[src/rtl/pong_motion_engine_if.sv]
// Game-state bundle between the motion engine and the pixel colour stage:
// frame timing and paddle buttons in, bounding boxes and point pulses out.
interface pong_motion_engine_if;
    logic       VBlank;
    logic       BtnLUp;
    logic       BtnLDn;
    logic       BtnRUp;
    logic       BtnRDn;
    logic [9:0] LHmin, LHmax, LVmin, LVmax;
    logic [9:0] RHmin, RHmax, RVmin, RVmax;
    logic [9:0] BHmin, BHmax, BVmin, BVmax;
    logic       scoreL;
    logic       scoreR;

    modport master (
        input  VBlank, BtnLUp, BtnLDn, BtnRUp, BtnRDn,
        output LHmin, LHmax, LVmin, LVmax,
        output RHmin, RHmax, RVmin, RVmax,
        output BHmin, BHmax, BVmin, BVmax,
        output scoreL, scoreR
    );

    modport slave (
        output VBlank, BtnLUp, BtnLDn, BtnRUp, BtnRDn,
        input  LHmin, LHmax, LVmin, LVmax,
        input  RHmin, RHmax, RVmin, RVmax,
        input  BHmin, BHmax, BVmin, BVmax,
        input  scoreL, scoreR
    );
endinterface

[src/rtl/pong_motion_engine.sv]
// Pong motion engine: paddles, ball, bounces, misses and serve delay.
// Every object advances once per frame, on the rising edge of VBlank.
module pong_motion_engine #(
    parameter logic [9:0]  BORDER_L     = 10'd10,
    parameter logic [9:0]  BORDER_R     = 10'd790,
    parameter logic [9:0]  BORDER_T     = 10'd10,
    parameter logic [9:0]  BORDER_B     = 10'd590,
    parameter logic [9:0]  LPAD_X       = 10'd30,
    parameter logic [9:0]  RPAD_X       = 10'd760,
    parameter logic [9:0]  PADDLE_W     = 10'd10,
    parameter logic [9:0]  PADDLE_H     = 10'd80,
    parameter logic [9:0]  BALL_SZ      = 10'd10,
    parameter logic [9:0]  PADDLE_STEP  = 10'd4,
    parameter logic [9:0]  BALL_STEP    = 10'd2,
    parameter int unsigned SERVE_FRAMES = 60
) (
    input logic                  CLK_100MHz,
    input logic                  Reset,
    pong_motion_engine_if.master bus
);
    // state     | meaning
    // ST_SERVE  | ball parked at centre while the serve delay counts down
    // ST_PLAY   | ball moving; bounces and misses evaluated every frame
    // ST_SCORED | one clock after a miss: drop pulse, recentre, reload delay
    localparam logic [1:0] ST_SERVE  = 2'd0;
    localparam logic [1:0] ST_PLAY   = 2'd1;
    localparam logic [1:0] ST_SCORED = 2'd2;

    localparam int         CNT_W   = $clog2(SERVE_FRAMES + 1);
    localparam logic [9:0] BALL_H0 = 10'((32'(BORDER_L) + 32'(BORDER_R) - 32'(BALL_SZ)) / 2);
    localparam logic [9:0] BALL_V0 = 10'((32'(BORDER_T) + 32'(BORDER_B) - 32'(BALL_SZ)) / 2);
    localparam logic [9:0] PAD_V0  = 10'((32'(BORDER_T) + 32'(BORDER_B) - 32'(PADDLE_H)) / 2);
    localparam logic [9:0] LPAD_XR = LPAD_X + PADDLE_W;

    logic [1:0]       state;
    logic [CNT_W-1:0] serve_cnt;
    logic             vb_q;
    logic             tick;
    logic [9:0]       lv_min, rv_min, bh_min, bv_min;
    logic [9:0]       lv_max, rv_max, bh_max, bv_max;
    logic             dx;  // 1 = right
    logic             dy;  // 1 = down
    logic             score_l, score_r;
    logic [9:0]       bv_nxt;
    logic             dy_nxt;
    logic             l_hit, r_hit, l_miss, r_miss;

    function automatic logic [9:0] paddle_next(input logic [9:0] cur, input logic up,
                                               input logic dn);
        paddle_next = cur;
        if (up && !dn)
            paddle_next = (cur >= BORDER_T + PADDLE_STEP) ? cur - PADDLE_STEP : BORDER_T;
        else if (dn && !up)
            paddle_next = (cur + PADDLE_H + PADDLE_STEP <= BORDER_B) ? cur + PADDLE_STEP
                                                                      : BORDER_B - PADDLE_H;
    endfunction

    assign tick   = bus.VBlank & ~vb_q;
    assign lv_max = lv_min + PADDLE_H;
    assign rv_max = rv_min + PADDLE_H;
    assign bh_max = bh_min + BALL_SZ;
    assign bv_max = bv_min + BALL_SZ;

    // Bounds are formed on the right-hand side so nothing subtracts below zero.
    assign l_hit  = !dx && (bh_min >= LPAD_XR) && (bh_min <= LPAD_XR + BALL_STEP)
                    && (bv_max >= lv_min) && (bv_min <= lv_max);
    assign r_hit  = dx && (bh_max <= RPAD_X) && (bh_max + BALL_STEP >= RPAD_X)
                    && (bv_max >= rv_min) && (bv_min <= rv_max);
    assign l_miss = !dx && !l_hit && (bh_min <= BORDER_L + BALL_STEP);
    assign r_miss = dx && !r_hit && (bh_max + BALL_STEP >= BORDER_R);

    always_comb begin
        bv_nxt = bv_min;
        dy_nxt = dy;
        if (!dy && (bv_min < BORDER_T + BALL_STEP)) begin
            bv_nxt = BORDER_T;
            dy_nxt = 1'b1;
        end else if (dy && (bv_max + BALL_STEP > BORDER_B)) begin
            bv_nxt = BORDER_B - BALL_SZ;
            dy_nxt = 1'b0;
        end else if (dy) begin
            bv_nxt = bv_min + BALL_STEP;
        end else begin
            bv_nxt = bv_min - BALL_STEP;
        end
    end

    always_ff @(posedge CLK_100MHz or negedge Reset) begin
        if (!Reset) begin
            // vb_q starts high so a VBlank already asserted at release is not a frame tick
            vb_q      <= 1'b1;
            state     <= ST_SERVE;
            serve_cnt <= CNT_W'(SERVE_FRAMES);
            lv_min    <= PAD_V0;
            rv_min    <= PAD_V0;
            bh_min    <= BALL_H0;
            bv_min    <= BALL_V0;
            dx        <= 1'b1;
            dy        <= 1'b1;
            score_l   <= 1'b0;
            score_r   <= 1'b0;
        end else begin
            vb_q    <= bus.VBlank;
            score_l <= 1'b0;
            score_r <= 1'b0;
            if (tick) begin
                lv_min <= paddle_next(lv_min, bus.BtnLUp, bus.BtnLDn);
                rv_min <= paddle_next(rv_min, bus.BtnRUp, bus.BtnRDn);
            end
            case (state)
                ST_SERVE: begin
                    if (tick) begin
                        serve_cnt <= serve_cnt - CNT_W'(1);
                        if (serve_cnt == CNT_W'(1))
                            state <= ST_PLAY;
                    end
                end
                ST_PLAY: begin
                    if (tick) begin
                        bv_min <= bv_nxt;
                        dy     <= dy_nxt;
                        if (l_hit) begin
                            bh_min <= LPAD_XR;
                            dx     <= 1'b1;
                        end else if (r_hit) begin
                            bh_min <= RPAD_X - BALL_SZ;
                            dx     <= 1'b0;
                        end else if (l_miss) begin
                            score_r <= 1'b1;
                            state   <= ST_SCORED;
                        end else if (r_miss) begin
                            score_l <= 1'b1;
                            state   <= ST_SCORED;
                        end else if (dx) begin
                            bh_min <= bh_min + BALL_STEP;
                        end else begin
                            bh_min <= bh_min - BALL_STEP;
                        end
                    end
                end
                ST_SCORED: begin
                    // serve toward the player who just lost the point
                    bh_min    <= BALL_H0;
                    bv_min    <= BALL_V0;
                    serve_cnt <= CNT_W'(SERVE_FRAMES);
                    dx        <= ~score_r;
                    state     <= ST_SERVE;
                end
                default: state <= ST_SERVE;
            endcase
        end
    end

    assign bus.LHmin  = LPAD_X;
    assign bus.LHmax  = LPAD_XR;
    assign bus.LVmin  = lv_min;
    assign bus.LVmax  = lv_max;
    assign bus.RHmin  = RPAD_X;
    assign bus.RHmax  = RPAD_X + PADDLE_W;
    assign bus.RVmin  = rv_min;
    assign bus.RVmax  = rv_max;
    assign bus.BHmin  = bh_min;
    assign bus.BHmax  = bh_max;
    assign bus.BVmin  = bv_min;
    assign bus.BVmax  = bv_max;
    assign bus.scoreL = score_l;
    assign bus.scoreR = score_r;
endmodule

[src/flat_wrapper.sv]
// flat-port wrapper written by rule: the top's interface ports become plain ports
module pong_motion_engine_flat 
#(
    parameter logic [9:0]  BORDER_L     = 10'd10,
    parameter logic [9:0]  BORDER_R     = 10'd790,
    parameter logic [9:0]  BORDER_T     = 10'd10,
    parameter logic [9:0]  BORDER_B     = 10'd590,
    parameter logic [9:0]  LPAD_X       = 10'd30,
    parameter logic [9:0]  RPAD_X       = 10'd760,
    parameter logic [9:0]  PADDLE_W     = 10'd10,
    parameter logic [9:0]  PADDLE_H     = 10'd80,
    parameter logic [9:0]  BALL_SZ      = 10'd10,
    parameter logic [9:0]  PADDLE_STEP  = 10'd4,
    parameter logic [9:0]  BALL_STEP    = 10'd2,
    parameter int unsigned SERVE_FRAMES = 60
)
  (CLK_100MHz, Reset, bus_VBlank, bus_BtnLUp, bus_BtnLDn, bus_BtnRUp, bus_BtnRDn, bus_LHmin, bus_LHmax, bus_LVmin, bus_LVmax, bus_RHmin, bus_RHmax, bus_RVmin, bus_RVmax, bus_BHmin, bus_BHmax, bus_BVmin, bus_BVmax, bus_scoreL, bus_scoreR);
  pong_motion_engine_if bus_i ();
  input logic CLK_100MHz;
  input logic Reset;
  input wire logic [$bits(bus_i.VBlank)-1:0] bus_VBlank;
  input wire logic [$bits(bus_i.BtnLUp)-1:0] bus_BtnLUp;
  input wire logic [$bits(bus_i.BtnLDn)-1:0] bus_BtnLDn;
  input wire logic [$bits(bus_i.BtnRUp)-1:0] bus_BtnRUp;
  input wire logic [$bits(bus_i.BtnRDn)-1:0] bus_BtnRDn;
  output wire logic [$bits(bus_i.LHmin)-1:0] bus_LHmin;
  output wire logic [$bits(bus_i.LHmax)-1:0] bus_LHmax;
  output wire logic [$bits(bus_i.LVmin)-1:0] bus_LVmin;
  output wire logic [$bits(bus_i.LVmax)-1:0] bus_LVmax;
  output wire logic [$bits(bus_i.RHmin)-1:0] bus_RHmin;
  output wire logic [$bits(bus_i.RHmax)-1:0] bus_RHmax;
  output wire logic [$bits(bus_i.RVmin)-1:0] bus_RVmin;
  output wire logic [$bits(bus_i.RVmax)-1:0] bus_RVmax;
  output wire logic [$bits(bus_i.BHmin)-1:0] bus_BHmin;
  output wire logic [$bits(bus_i.BHmax)-1:0] bus_BHmax;
  output wire logic [$bits(bus_i.BVmin)-1:0] bus_BVmin;
  output wire logic [$bits(bus_i.BVmax)-1:0] bus_BVmax;
  output wire logic [$bits(bus_i.scoreL)-1:0] bus_scoreL;
  output wire logic [$bits(bus_i.scoreR)-1:0] bus_scoreR;
  assign bus_i.VBlank = bus_VBlank;
  assign bus_i.BtnLUp = bus_BtnLUp;
  assign bus_i.BtnLDn = bus_BtnLDn;
  assign bus_i.BtnRUp = bus_BtnRUp;
  assign bus_i.BtnRDn = bus_BtnRDn;
  assign bus_LHmin = bus_i.LHmin;
  assign bus_LHmax = bus_i.LHmax;
  assign bus_LVmin = bus_i.LVmin;
  assign bus_LVmax = bus_i.LVmax;
  assign bus_RHmin = bus_i.RHmin;
  assign bus_RHmax = bus_i.RHmax;
  assign bus_RVmin = bus_i.RVmin;
  assign bus_RVmax = bus_i.RVmax;
  assign bus_BHmin = bus_i.BHmin;
  assign bus_BHmax = bus_i.BHmax;
  assign bus_BVmin = bus_i.BVmin;
  assign bus_BVmax = bus_i.BVmax;
  assign bus_scoreL = bus_i.scoreL;
  assign bus_scoreR = bus_i.scoreR;
  pong_motion_engine #(.BORDER_L(BORDER_L), .BORDER_R(BORDER_R), .BORDER_T(BORDER_T), .BORDER_B(BORDER_B), .LPAD_X(LPAD_X), .RPAD_X(RPAD_X), .PADDLE_W(PADDLE_W), .PADDLE_H(PADDLE_H), .BALL_SZ(BALL_SZ), .PADDLE_STEP(PADDLE_STEP), .BALL_STEP(BALL_STEP), .SERVE_FRAMES(SERVE_FRAMES)) u_core (.CLK_100MHz(CLK_100MHz), .Reset(Reset), .bus(bus_i));
endmodule
[config.mk]
export PLATFORM = sky130hd
export DESIGN_NAME = pong_motion_engine_flat
export DESIGN_NICKNAME = d
export VERILOG_FILES = /design/src/rtl/pong_motion_engine_if.sv /design/src/rtl/pong_motion_engine.sv /design/src/flat_wrapper.sv
export SDC_FILE = /design/constraint.sdc
export NUM_CORES = 1
export LEC_CHECK = 0
export ABC_AREA = 1
export CAP_MARGIN = 20
export CORE_AREA = 2 2 93 161
export CTS_BUF_LIST = sky130_fd_sc_hd__clkbuf_8
export DETAILED_ROUTE_END_ITERATION = 10
export DIE_AREA = 0 0 95 163
export HOLD_SLACK_MARGIN = 0.03
export MAX_ROUTING_LAYER = met4
export PLACE_DENSITY = 0.7
export SLEW_MARGIN = 15
export SYNTH_ARGS = -nofsm -noshare
export SYNTH_HDL_FRONTEND = slang
export SYNTH_SLANG_ARGS = --single-unit
[constraint.sdc]
create_clock -name CLK_100MHz -period 4.7 [get_ports CLK_100MHz]
set_input_delay 0.705 -clock CLK_100MHz [delete_from_list [all_inputs] [get_ports CLK_100MHz]]
set_output_delay 0.705 -clock CLK_100MHz [all_outputs]
set_load 0.02 [all_outputs]
# After elaboration in Yosys (flattened, before gate mapping)
# Index checks and enable logic that the tools add are counted.
# totals
out_inout_bits	122
in_bits	7
word_cells	146
reg_bits	53
# classes
bitwise_logic	3
add_sub_neg	17
muxes	47
eq_ne	12
reduce_logical	40
magnitude_cmp	16
# ops
cell	n
$mux 10	18
$add 10x2->10 const B	4
$add 10x3->10 const B	4
$pmux 10 s2	2
$le 10x10->1 const B	3
$add 10x4->10 const B	2
$add 10x7->10 const B	2
$ge 10x10->1	2
$ge 10x10->1 const B	2
$ge 10x4->1 const B	2
$le 10x10->1	2
$sub 10x2->10 const B	2
$sub 10x3->10 const B	2
$logic_and 1x1->1	18
$mux 1	16
$mux 2	7
$pmux 6 s2	1
$ge 10x6->1 const B	1
$gt 10x10->1 const B	1
$le 10x4->1 const B	1
$le 10x6->1 const B	1
$lt 10x4->1 const B	1
$reduce_bool 2->1	5
$logic_not 1->1	8
18 further kinds	28

# Longest topological paths before layout
# depth
depth_word	15
ltp_mapped	23
depth_no_buf	22

# Least setup slack after synthesis
# Ideal clock, no wire load.
# synth_timing
path_kind	register -> register
start	reg u_core.rv_min[4], in the netlist u_core.bus.RVmin[4]
end	reg u_core.bh_min[2], in the netlist u_core.bus.BHmin[2]
setup_time_ns	0.118
path_stages_with_launch	20
n_path_buf	2
setup_slack_ns	1.411
period_less_slack_ns	3.289
required_ns	4.582
arrival_ns	3.171
path_cell_list	dfrtp_1 > buf_4 > inv_1 > o21ai_2 > nand2_1 > xor2_1 > inv_1 > ha_1 > nand2_1 > nor2_1 > nand2_1 > o31ai_1 > nand2_1 > nor2_2 > nand3_2 > buf_6 > nand3_4 > nand3_4 > nand2_1 > nand2_1
# synth_between
elab_chain_cells	8
word_cells_on_any_way	15
classes_between	add/sub: 1; order compare: 2; eq/ne: 2; mux: 4; reduce/logical: 6
# synth_lines
element	line	rtl
start, declared	pong_motion_engine.sv:39	logic [9:0] lv_min, rv_min, bh_min, bv_min;
start signal, assigned	pong_motion_engine.sv:108	rv_min <= paddle_next(rv_min, bus.BtnRUp, bus.BtnRDn);
$add 10x7->10 (*)	pong_motion_engine.sv:60	assign rv_max = rv_min + PADDLE_H;
named net bus_RVmax[4]	flat_wrapper.sv:33	output wire logic [$bits(bus_i.RVmax)-1:0] bus_RVmax;
$le 10x10->1 (*)	pong_motion_engine.sv:68	&& (bv_max >= rv_min) && (bv_min <= rv_max);
$logic_and 1x1->1 (*)	pong_motion_engine.sv:68	
$logic_not 1->1	pong_motion_engine.sv:70	assign r_miss = dx && !r_hit && (bh_max + BALL_STEP >= BORDER_R);
$logic_and 1x1->1 (2 in series)	pong_motion_engine.sv:70	
$ne 4x2->1 (no source line)	--	
$reduce_and 4->1 (no source line)	--	
end signal, assigned	pong_motion_engine.sv:126	bh_min <= RPAD_X - BALL_SZ;
end signal, assigned	pong_motion_engine.sv:135	bh_min <= bh_min + BALL_STEP;
end signal, assigned	pong_motion_engine.sv:137	bh_min <= bh_min - BALL_STEP;
end, declared	pong_motion_engine.sv:39	
# The timed path passes the listed nets; every way through them passes the cells marked *. The select of a mux whose other input is x is not followed.
# A chain may end at the register's enable or synchronous reset.

# Worst setup path after layout
# layout_timing
start	reg u_core.bv_min[2], in the netlist u_core.bus.BVmin[2]
end	reg u_core.bh_min[3], in the netlist u_core.bus.BHmin[3]
# layout_between
elab_chain_cells	9
word_cells_on_any_way	22
classes_between	add/sub: 1; order compare: 4; eq/ne: 2; mux: 4; reduce/logical: 11
# layout_lines
element	line	rtl
start, declared	pong_motion_engine.sv:39	
start signal, assigned	pong_motion_engine.sv:120	bv_min <= bv_nxt;
$add 10x4->10	pong_motion_engine.sv:62	assign bv_max = bv_min + BALL_SZ;
$ge 10x10->1 (on tied branches)	pong_motion_engine.sv:66, pong_motion_engine.sv:68	
$logic_and 1x1->1 (on tied branches) (2 in series)	pong_motion_engine.sv:66, pong_motion_engine.sv:68	
$logic_not 1->1 (on tied branches)	pong_motion_engine.sv:69, pong_motion_engine.sv:70	
$logic_and 1x1->1 (on tied branches) (2 in series)	pong_motion_engine.sv:69, pong_motion_engine.sv:70	
$ne 4x2->1 (no source line)	--	
$reduce_and 4->1 (no source line)	--	
# Parallel ways exist; a longest one is shown, timed or not. The select of a mux whose other input is x is not followed.

==> results_dict.tcl <==
set metrics [dict create \
    status "completed" \
    track_usage 0.2374 \
    hold_viol 0 \
    worst_ep_arrival_time_ns 4.00 \
    yosys-top-cells-count "nand2_1 (223), inv_1 (127), ha_1 (74)" \
    cp-end-kind "flop" \
    tightest_slew_ns 0.9301 \
    power.switching_uw 3412 \
    die_w_um 95 \
    rsz0062_at_grt "no" \
    async_reset_ff_frac 1.000 \
    intPower_uw 2787 \
    worstPathRequired_ns 4.97 \
    pin_count 129 \
    clkSinkCount 51 \
    yosysTopAreaCell "ha_1" \
    max_freq_mhz 268.6 \
    portBuffers 84 \
    yosysWarnings 0 \
    via_per_inst 5.227 \
    criticalPathCategory "flop to flop" \
    core_sq_um 14300 \
    nNetsFinal 1076 \
    drc 0 \
    area_growth_syn_to_layout_pct 14.94 \
    grt_max_degree 41 \
    placed_cell_area_sq_um 7033 \
    synthFlopType "dfrtp_1" \
    wl_um 17270 \
    synth_area_sq_um 6241 \
    drv_slew 0 \
    start_kind "flop" \
    synth.avg_cell_area_sq_um 6.791 \
    antenna_left 0 \
    setup-violations-final 0 \
    timing.final.crit_share 0.7921 \
    clkLatencyLatePin_ns 0.33 \
    drt_pass1_iterations 5 \
    swShare 0.5505 \
    multi_input_area_sq_um 4167 \
    drv_cap 0 \
    comb_power_share 0.762 \
    synthTopCellsByArea "ha_1 (15%), nand2_1 (13%), dfrtp_1 (12%)" \
    antenna_cells 0 \
    ys_seq_elements 51 \
    cts_buffer_depth 2 \
    synth_most_common_cell "nand2_1" \
    nFillCells 1454 \
    cts_resized 0 \
    fin_util 0.5018 \
    drive_gt1_frac 0.05734 \
    drtIter0Drc 208 \
    clk_pin_slew_ns 0.11 \
    dieArea_sq_um 15490 \
    postCtsHoldBufs 0 \
    cts_tree "built" \
    seq_power_share 0.175 \
    tritoncts.num_buffers 5 \
    dieHeight_um 163 \
    grt_pass1_wl_um 28280 \
    path_max_fanout 13 \
    dp.cells 1166 \
    num_vias 6137 \
    dp_hpwl_um 14030 \
    power.static_leakage_uw 0.003582 \
    finalCriticalPeriod_ns 3.723 \
    first_global_vias 5910 \
    post_cts.repair.setup_buffers 0 \
    routedWlPerCell_um 14.71 \
    grt_antenna_before_repair 0 \
    vdd_drop_max_mv 0.4948 \
    fin_skew_ns 0.01204 \
    clock-root-buffer "clkbuf_8" \
    htree_levels 2 \
    yosysUniqueCellTypes 48 \
    synthCells 919 \
    synth.top_cell.area_share 0.1484 \
    post-route-cell-area_sq_um 7173 \
    stdcell_count 1174 \
    regArea_sq_um 1303 \
    clockPowerShare 0.063 \
    powerDensity_nw_per_um2 864.2 \
    grt_overflow 0 \
    maxSlewHeadroom 0.3799 \
    num_rows 58 \
    yosysSeqAreaShare 0.2087 \
    gp_congestion 0.9092 \
    tns_ns 0 \
    synth_edf_count 0 \
    start_util 0.4365 \
    hp-class "input port to asynchronous set/reset pin" \
]
[per-stage QoR]
stage	hold WS, ns	setup WS, ns	total power [uW]
3_3_place_gp	0.4799	1.080	5732
6_report	0.5028	0.9773	6199
5_1_grt	0.5444	0.4913	6834
2_1_floorplan	0.4094	1.411	4334
4_1_cts	0.5238	0.9769	6205
3_5_place_dp	0.5103	1.023	5784
[cell families after synthesis]
family | count (synthesis) | share of synthesized area
AND/OR/NAND/NOR | 409 | 0.2825
buffers and inverters | 191 | 0.1490
AO/OA/AOI/OAI | 141 | 0.1339
adder cells (fa/ha/maj) | 76 | 0.1548
flip-flops | 51 | 0.2087
XOR/XNOR | 49 | 0.06997
other | 2 | 0.001203
[flip-flops by register name, indices dropped and copies added, names as in the netlist, 2 cells and up]
register and cells:
u_core.state 2, u_core.serve_cnt 6, u_core.bus.RVmin 9, u_core.bus.LVmin 9, u_core.bus.BHmin 10, u_core.bus.BVmin 10
[final timing paths]
check	startpoint	to	slack, ns	depth (start not counted)
max	u_core.bus.BVmin[2]	u_core.bus.BHmin[3]	0.98	20
min	Reset	u_core.bus.LVmin[5]	0.50	1
max reg2reg	u_core.bus.BVmin[2]	u_core.bus.BHmin[3]	0.98	20
min reg2reg	u_core.serve_cnt[3]	u_core.serve_cnt[3]	0.52	2
max in group asynchronous	Reset	u_core.bus.RVmin[8]	3.36	2
min in group CLK_100MHz	u_core.serve_cnt[3]	u_core.serve_cnt[3]	0.52	2
[final cells by class]
class                      count  area share
tap                          180     0.03140
multi-input combinational    719      0.5808
timing repair buffer          86      0.1186
inverter                     130     0.06803
sequential                    51      0.1816
clock inverter                 3    0.009942
clock buffer                   5    0.009594
[layer usage]
metal | wire length, um | vias to the layer above | global-route usage
li1 | - | 3052 | -
met1 | 6494 | 2844 | 0.2450
met2 | 9323 | 197 | 0.4410
met3 | 742 | 44 | 0.02314
met4 | 713 | 0 | 0.1087
met5 | 0 | - | -
[layout by cell type, fill, tap and decap left out, drive strengths merged, types with 5 or more instances in the layout]
master and count:
nand2 227, inv 129, clkdlybuf4s50 83, nor2 79, ha 74, nand3 60, a21oi 50, o21ai 48
conb 44, xor2 38, dfrtp 30, dfstp 21, nand4 17, nor3 13, xnor2 11, a22oi 7
or2 6, o211ai 6, o22ai 6, nor4 5, clkbuf 5
[critical path, stage by stage (launching register included)]
cell       delay (ns)
dfstp_2          0.68
ha_1             0.22
inv_1            0.06
nand2_1          0.10
nand3_1          0.12
nor2_1           0.12
nand2_1          0.07
nor2_1           0.12
xor2_1           0.18
inv_1            0.11
ha_1             0.31
nand2_1          0.07
nor2_1           0.13
o211ai_1         0.10
o2111ai_1        0.10
nand2_1          0.12
nor2_2           0.13
nand3_2          0.25
nand4_1          0.45
nand3_1          0.13
nand2_1          0.10
[power by group through the flow]
stage,clock network [uW],logic (uW),registers (uW)
2_1_floorplan,0,3240,1090
3_3_place_gp,0,4650,1080
3_5_place_dp,0,4700,1090
4_1_cts,398,4730,1080
5_1_grt,411,5300,1120
6_report,392,4730,1080
(Power assumes the default switching activity.)
